===== src/rtl/alu_decoder_pkg.sv =====
// Shared constants for the ALU operand stage.
//   ALU_DATA_W / ALU_OFF_W : default operand and immediate widths
//   alu_sel_e              : operand-B select encoding driven by the decoder
package alu_decoder_pkg;

    localparam int unsigned ALU_DATA_W = 16;
    localparam int unsigned ALU_OFF_W  = 8;

    // Operand-B source select: register port or sign-extended immediate
    typedef enum logic {
        ALU_SEL_IMM = 1'b0,
        ALU_SEL_REG = 1'b1
    } alu_sel_e;

endpackage : alu_decoder_pkg


===== src/rtl/alu_decoder_if.sv =====
// Operand bus between register file / decode and the ALU operand stage.
//   master : decode side, drives sources and controls, observes operands
//   slave  : operand stage, consumes sources, drives registered operands
interface alu_decoder_if #(
    parameter int unsigned DATA_W = 16,
    parameter int unsigned OFF_W  = 8
);
    logic [DATA_W-1:0] rs;
    logic [DATA_W-1:0] rq;
    logic [OFF_W-1:0]  offset;
    logic              en_in;
    logic              alu_in_sel;
    logic [DATA_W-1:0] op_a;
    logic [DATA_W-1:0] op_b;

    modport master (
        output rs, rq, offset, en_in, alu_in_sel,
        input  op_a, op_b
    );

    modport slave (
        input  rs, rq, offset, en_in, alu_in_sel,
        output op_a, op_b
    );

endinterface : alu_decoder_if


===== src/rtl/alu_decoder_sign_extend.sv =====
// Two's-complement sign extension from IN_W to OUT_W bits (combinational).
//   din    : signed value, IN_W bits
//   dout_c : sign-extended value, OUT_W bits
// Intended for IN_W <= OUT_W; a wider input is truncated to its low bits.
module sign_extend #(
    parameter int unsigned IN_W  = 8,
    parameter int unsigned OUT_W = 16
) (
    input  logic [IN_W-1:0]  din,
    output logic [OUT_W-1:0] dout_c
);

    generate
        if (IN_W < OUT_W) begin : g_extend
            assign dout_c = {{(OUT_W - IN_W){din[IN_W-1]}}, din};
        end else begin : g_pass
            // Equal widths need no replication; a zero-width repeat is illegal
            assign dout_c = din[OUT_W-1:0];
        end
    endgenerate

endmodule : sign_extend


===== src/rtl/alu_decoder.sv =====
// Operand-select and staging register in front of the ALU.
//   clk  : system clock, rising edge
//   rst  : asynchronous active-low reset, clears both operands
//   bus  : operand bus (slave side)
//          rs          -> op_a source
//          rq / offset -> op_b source, chosen by alu_in_sel (1 = rq)
//          en_in       -> per-cycle capture enable, A and B load together
//          op_a, op_b  -> registered operands
module alu_decoder
    import alu_decoder_pkg::*;
#(
    parameter int unsigned DATA_W = ALU_DATA_W,
    parameter int unsigned OFF_W  = ALU_OFF_W
) (
    input  logic          clk,
    input  logic          rst,
    alu_decoder_if.slave  bus
);

    logic [DATA_W-1:0] imm_ext;
    logic [DATA_W-1:0] b_next;
    logic [DATA_W-1:0] op_a_q;
    logic [DATA_W-1:0] op_b_q;

    // Immediate is always treated as signed
    sign_extend #(
        .IN_W  (OFF_W),
        .OUT_W (DATA_W)
    ) u_sign_extend (
        .din    (bus.offset),
        .dout_c (imm_ext)
    );

    // Operand-B source select
    always_comb begin
        b_next = imm_ext;
        if (bus.alu_in_sel == ALU_SEL_REG) begin
            b_next = bus.rq;
        end
    end

    // Operand staging register; reset overrides enable
    always_ff @(posedge clk or negedge rst) begin
        if (!rst) begin
            op_a_q <= '0;
            op_b_q <= '0;
        end else if (bus.en_in) begin
            op_a_q <= bus.rs;
            op_b_q <= b_next;
        end
    end

    assign bus.op_a = op_a_q;
    assign bus.op_b = op_b_q;

endmodule : alu_decoder


===== src/flat_wrapper.sv =====
// flat-port wrapper written by rule: the top's interface ports become plain ports
module alu_decoder_flat import alu_decoder_pkg::*;
#(
    parameter int unsigned DATA_W = ALU_DATA_W,
    parameter int unsigned OFF_W  = ALU_OFF_W
)
  (clk, rst, bus_rs, bus_rq, bus_offset, bus_en_in, bus_alu_in_sel, bus_op_a, bus_op_b);
  alu_decoder_if #(.DATA_W(DATA_W), .OFF_W(OFF_W)) bus_i ();
  input  logic clk;
  input  logic rst;
  input wire logic [$bits(bus_i.rs)-1:0] bus_rs;
  input wire logic [$bits(bus_i.rq)-1:0] bus_rq;
  input wire logic [$bits(bus_i.offset)-1:0] bus_offset;
  input wire logic [$bits(bus_i.en_in)-1:0] bus_en_in;
  input wire logic [$bits(bus_i.alu_in_sel)-1:0] bus_alu_in_sel;
  output wire logic [$bits(bus_i.op_a)-1:0] bus_op_a;
  output wire logic [$bits(bus_i.op_b)-1:0] bus_op_b;
  assign bus_i.rs = bus_rs;
  assign bus_i.rq = bus_rq;
  assign bus_i.offset = bus_offset;
  assign bus_i.en_in = bus_en_in;
  assign bus_i.alu_in_sel = bus_alu_in_sel;
  assign bus_op_a = bus_i.op_a;
  assign bus_op_b = bus_i.op_b;
  alu_decoder #(.DATA_W(DATA_W), .OFF_W(OFF_W)) u_core (.clk(clk), .rst(rst), .bus(bus_i));
endmodule

===== config.mk =====
export PLATFORM = sky130hd
export DESIGN_NAME = alu_decoder_flat
export DESIGN_NICKNAME = d
export VERILOG_FILES = /design/src/rtl/alu_decoder_pkg.sv /design/src/rtl/alu_decoder_if.sv /design/src/rtl/alu_decoder_sign_extend.sv /design/src/rtl/alu_decoder.sv /design/src/flat_wrapper.sv
export SDC_FILE = /design/constraint.sdc
export NUM_CORES = 1
export LEC_CHECK = 0
export ABC_AREA = 1
export CORE_MARGIN = 3
export CORE_UTILIZATION = 36
export CTS_BUF_LIST = sky130_fd_sc_hd__clkbuf_2 sky130_fd_sc_hd__clkbuf_4 sky130_fd_sc_hd__clkbuf_8
export DETAILED_ROUTE_END_ITERATION = 6
export GPL_TIMING_DRIVEN = 0
export PLACE_DENSITY = 0.77
export SLEW_MARGIN = 0
export SYNTH_ARGS = -nofsm -noshare
export SYNTH_HDL_FRONTEND = slang
export SYNTH_SLANG_ARGS = --single-unit

===== constraint.sdc =====
create_clock -name clk -period 0.8 [get_ports clk]
set_clock_uncertainty 0.2 [all_clocks]
set_input_delay 0.12 -clock clk [delete_from_list [all_inputs] [get_ports clk]]
set_output_delay 0.12 -clock clk [all_outputs]
set_load 0.005 [all_outputs]

==> impl_metrics.ini <==
[logic_synthesis]
syn_area_per_cell_um2 = 7.72
yosysMostFrequentCell = nand2_1
synth.largest_area_cell = dfrtp_1
synthArstFlopShare_pct = 100
synth_area_um2 = 1440
ys_ff_latch = 32
synth-edff-count = 0
synth_cell_types = 9
yosysTopAreaCellShare_pct = 55.7
ys_seq_area_share_pct = 55.7
netlist_instances = 186
yosysWarnings = 0
synthFlopType = dfrtp_1
yosys-top-cells-area = dfrtp_1 (56%), nand2_1 (32%), inv_1 (3.7%), buf_4 (2.6%), nand3_1 (2.4%)
synth_commonest_cells = nand2_1 (121), dfrtp_1 (32), inv_1 (14)
syn_nets = 230

[sta]
setup_viol = 49
final_hold_viol_count = 40
tightest_slew_ps = 708
finalCritPeriodShare_pct = 140
slew_violations = 0
period_needed_ps = 1120
rsz0062_at_grt = true
setup_slack_ps = -323
fmax_ghz = 0.891
whs_ps = -312
relSlewSlack_pct = 52.8

[final_layout]
area_growth_pct = 67.4
diodes = 0
layout.nets = 327
drive_above_1_share_pct = 29.7
utilization_pct = 64.2
multi_input_area_um2 = 544
nFillCells = 355
regArea_um2 = 801

[global_route]
antenna_found_initial = 0
grt-ovfl-total = 0
grt_pass1_vias = 1298
grt_usage_pct = 16.6
grt_first_pass_wirelength_um = 6280
grt_max_degree = 33

[floorplan]
fp.dieW_um = 69.2
dieArea_um2 = 4780
core_area_um2 = 3740
die_h_um = 69.2
rows = 22
pin_count = 76
start_util_pct = 38.4

[critical_path]
cp_top_family = flip-flops
worstPathArrival_ps = 800
cp-start-kind = register
worstSetupEndpointType = primary output
crit_buf_inv = 1
path_cells = buf_2
slowest_stage = dfrtp_1
cp_data_required_time_ps = 480
critPathMaxStageDelay_ps = 390
path_class = reg2out
rrSetupSlack_ps = -110
crit_path_max_fanout = 2

[route]
drc = 0
vias_per_cell = 4.31
via_count = 1428
ant_nets = 0
wl_per_cell_um = 11.8
dr.pass1.iters = 4
drt_iter0_drc = 66
routed_wl_um = 3900

[power_and_ir_drop]
leakage_nw = 1.35
power_density_nw_per_um2 = 1720
ir_worst_vdd_v = 0.000999
total_power_mw = 4.13

[clocking]
numCtsBuffers = 5
htreeDepth = 2
clock_path_buffers = 2
cts_sinks = 32
cts_tree = built
clk_latency_ps = 280
cts_root_buf = clkbuf_8
clk_pin_slew_ps = 60

[place]
place_congestion = 0.685
portBuffers = 73
dpl_worst_slack_ps = -386
hpwl_um = 2610

[hold_path]
hold_path_class = in2async

[run_status]
status = finished with violations
violations = hold timing, setup timing

[flow_run]
maxCapViolations = 0
==> flip-flops by register name (all words and copies together), names as in the netlist <==
| name | flops |
|---|---|
| u_core.bus.op_a | 16 |
| u_core.bus.op_b | 16 |
==> final timing paths <==
check	startpoint	to	depth (start not counted)
worst max-delay path	u_core.bus.op_b[5]$_DFFE_PN0P_	bus_op_b[5]	1
worst min-delay path	rst	u_core.bus.op_a[13]$_DFFE_PN0P_	1
worst max register to register	u_core.bus.op_b[5]$_DFFE_PN0P_	u_core.bus.op_b[5]$_DFFE_PN0P_	3
worst min register to register	u_core.bus.op_b[12]$_DFFE_PN0P_	u_core.bus.op_b[12]$_DFFE_PN0P_	2
max in group asynchronous	rst	u_core.bus.op_a[8]$_DFFE_PN0P_	1
min in group clk	bus_en_in	u_core.bus.op_b[0]$_DFFE_PN0P_	3
==> kinds of logic after synthesis <==
group | Yosys count | synth area share (%)
buf+inv | 25 | 9.41
flops | 32 | 55.7
simple gates | 129 | 34.8
==> routing by layer <==
layer  part of all wire [%]  vias up  global-route usage, %
li1                       -      739                      -
met3                    5.5        7                   5.54
met1                     44      641                   20.9
met2                     49       41                   25.8
met5                      0        -                      0
met4                    1.7        0                   7.16
==> worst register-to-register path: cells and delay by family, from the launching register on <==
kind / cells / cell delay (ps)
flip-flops: 1 / 390
buffers and inverters: 1 / 120
AND/OR/NAND/NOR: 2 / 100
==> through the flow <==
| stage | instance area, um2 | setup TNS (ps) | std cells | hold WS (ps) |
|---|---|---|---|---|
| 4_1_cts | 2280 | -10980 | 325 | -290 |
| 2_1_floorplan | 1460 | -169 | 186 | -376 |
| 5_1_grt | 2400 | -13250 | 331 | -247 |
| 3_3_place_gp | 2250 | -56760 | 307 | 190 |
| 3_5_place_dp | 2250 | -21990 | 307 | 11.8 |
| 6_report | 2400 | -11420 | 331 | -312 |
==> report_power, final <==
group	total (mW)	internal (mW)	switching, mW
logic	0.948	0.560	0.389
registers	1.86	1.78	0.0881
clock network	1.32	0.765	0.551
==> cells in the final DEF, fill, tap and decap left out, drive strengths merged <==
cell type,netlist,layout
nand2,122,123
inv,16,16
clkbuf,0,7
buf,9,58
dfrtp,32,32
clkdlybuf4s50,0,39
dlygate4sd2,0,1
nand3,7,7
==> area by class of cell <==
type | count | area share [%]
Inverter | 16 | 2.71
Tap cell | 48 | 2.50
Clock buffer | 7 | 4.01
Multi-Input combinational cell | 130 | 22.6
Timing Repair Buffer | 89 | 30.8
Buffer | 9 | 4.06
Sequential cell | 32 | 33.3
==> timing repair <==
item	in CTS	in global routing
cloned	1	0
gates resized for setup	134	26
buffers inserted	10	11
pin swaps	14	22
endpoints found under the hold margin	40	39
endpoints found under the setup margin	44	63
No activity file was read; power rests on OpenSTA's default activity.
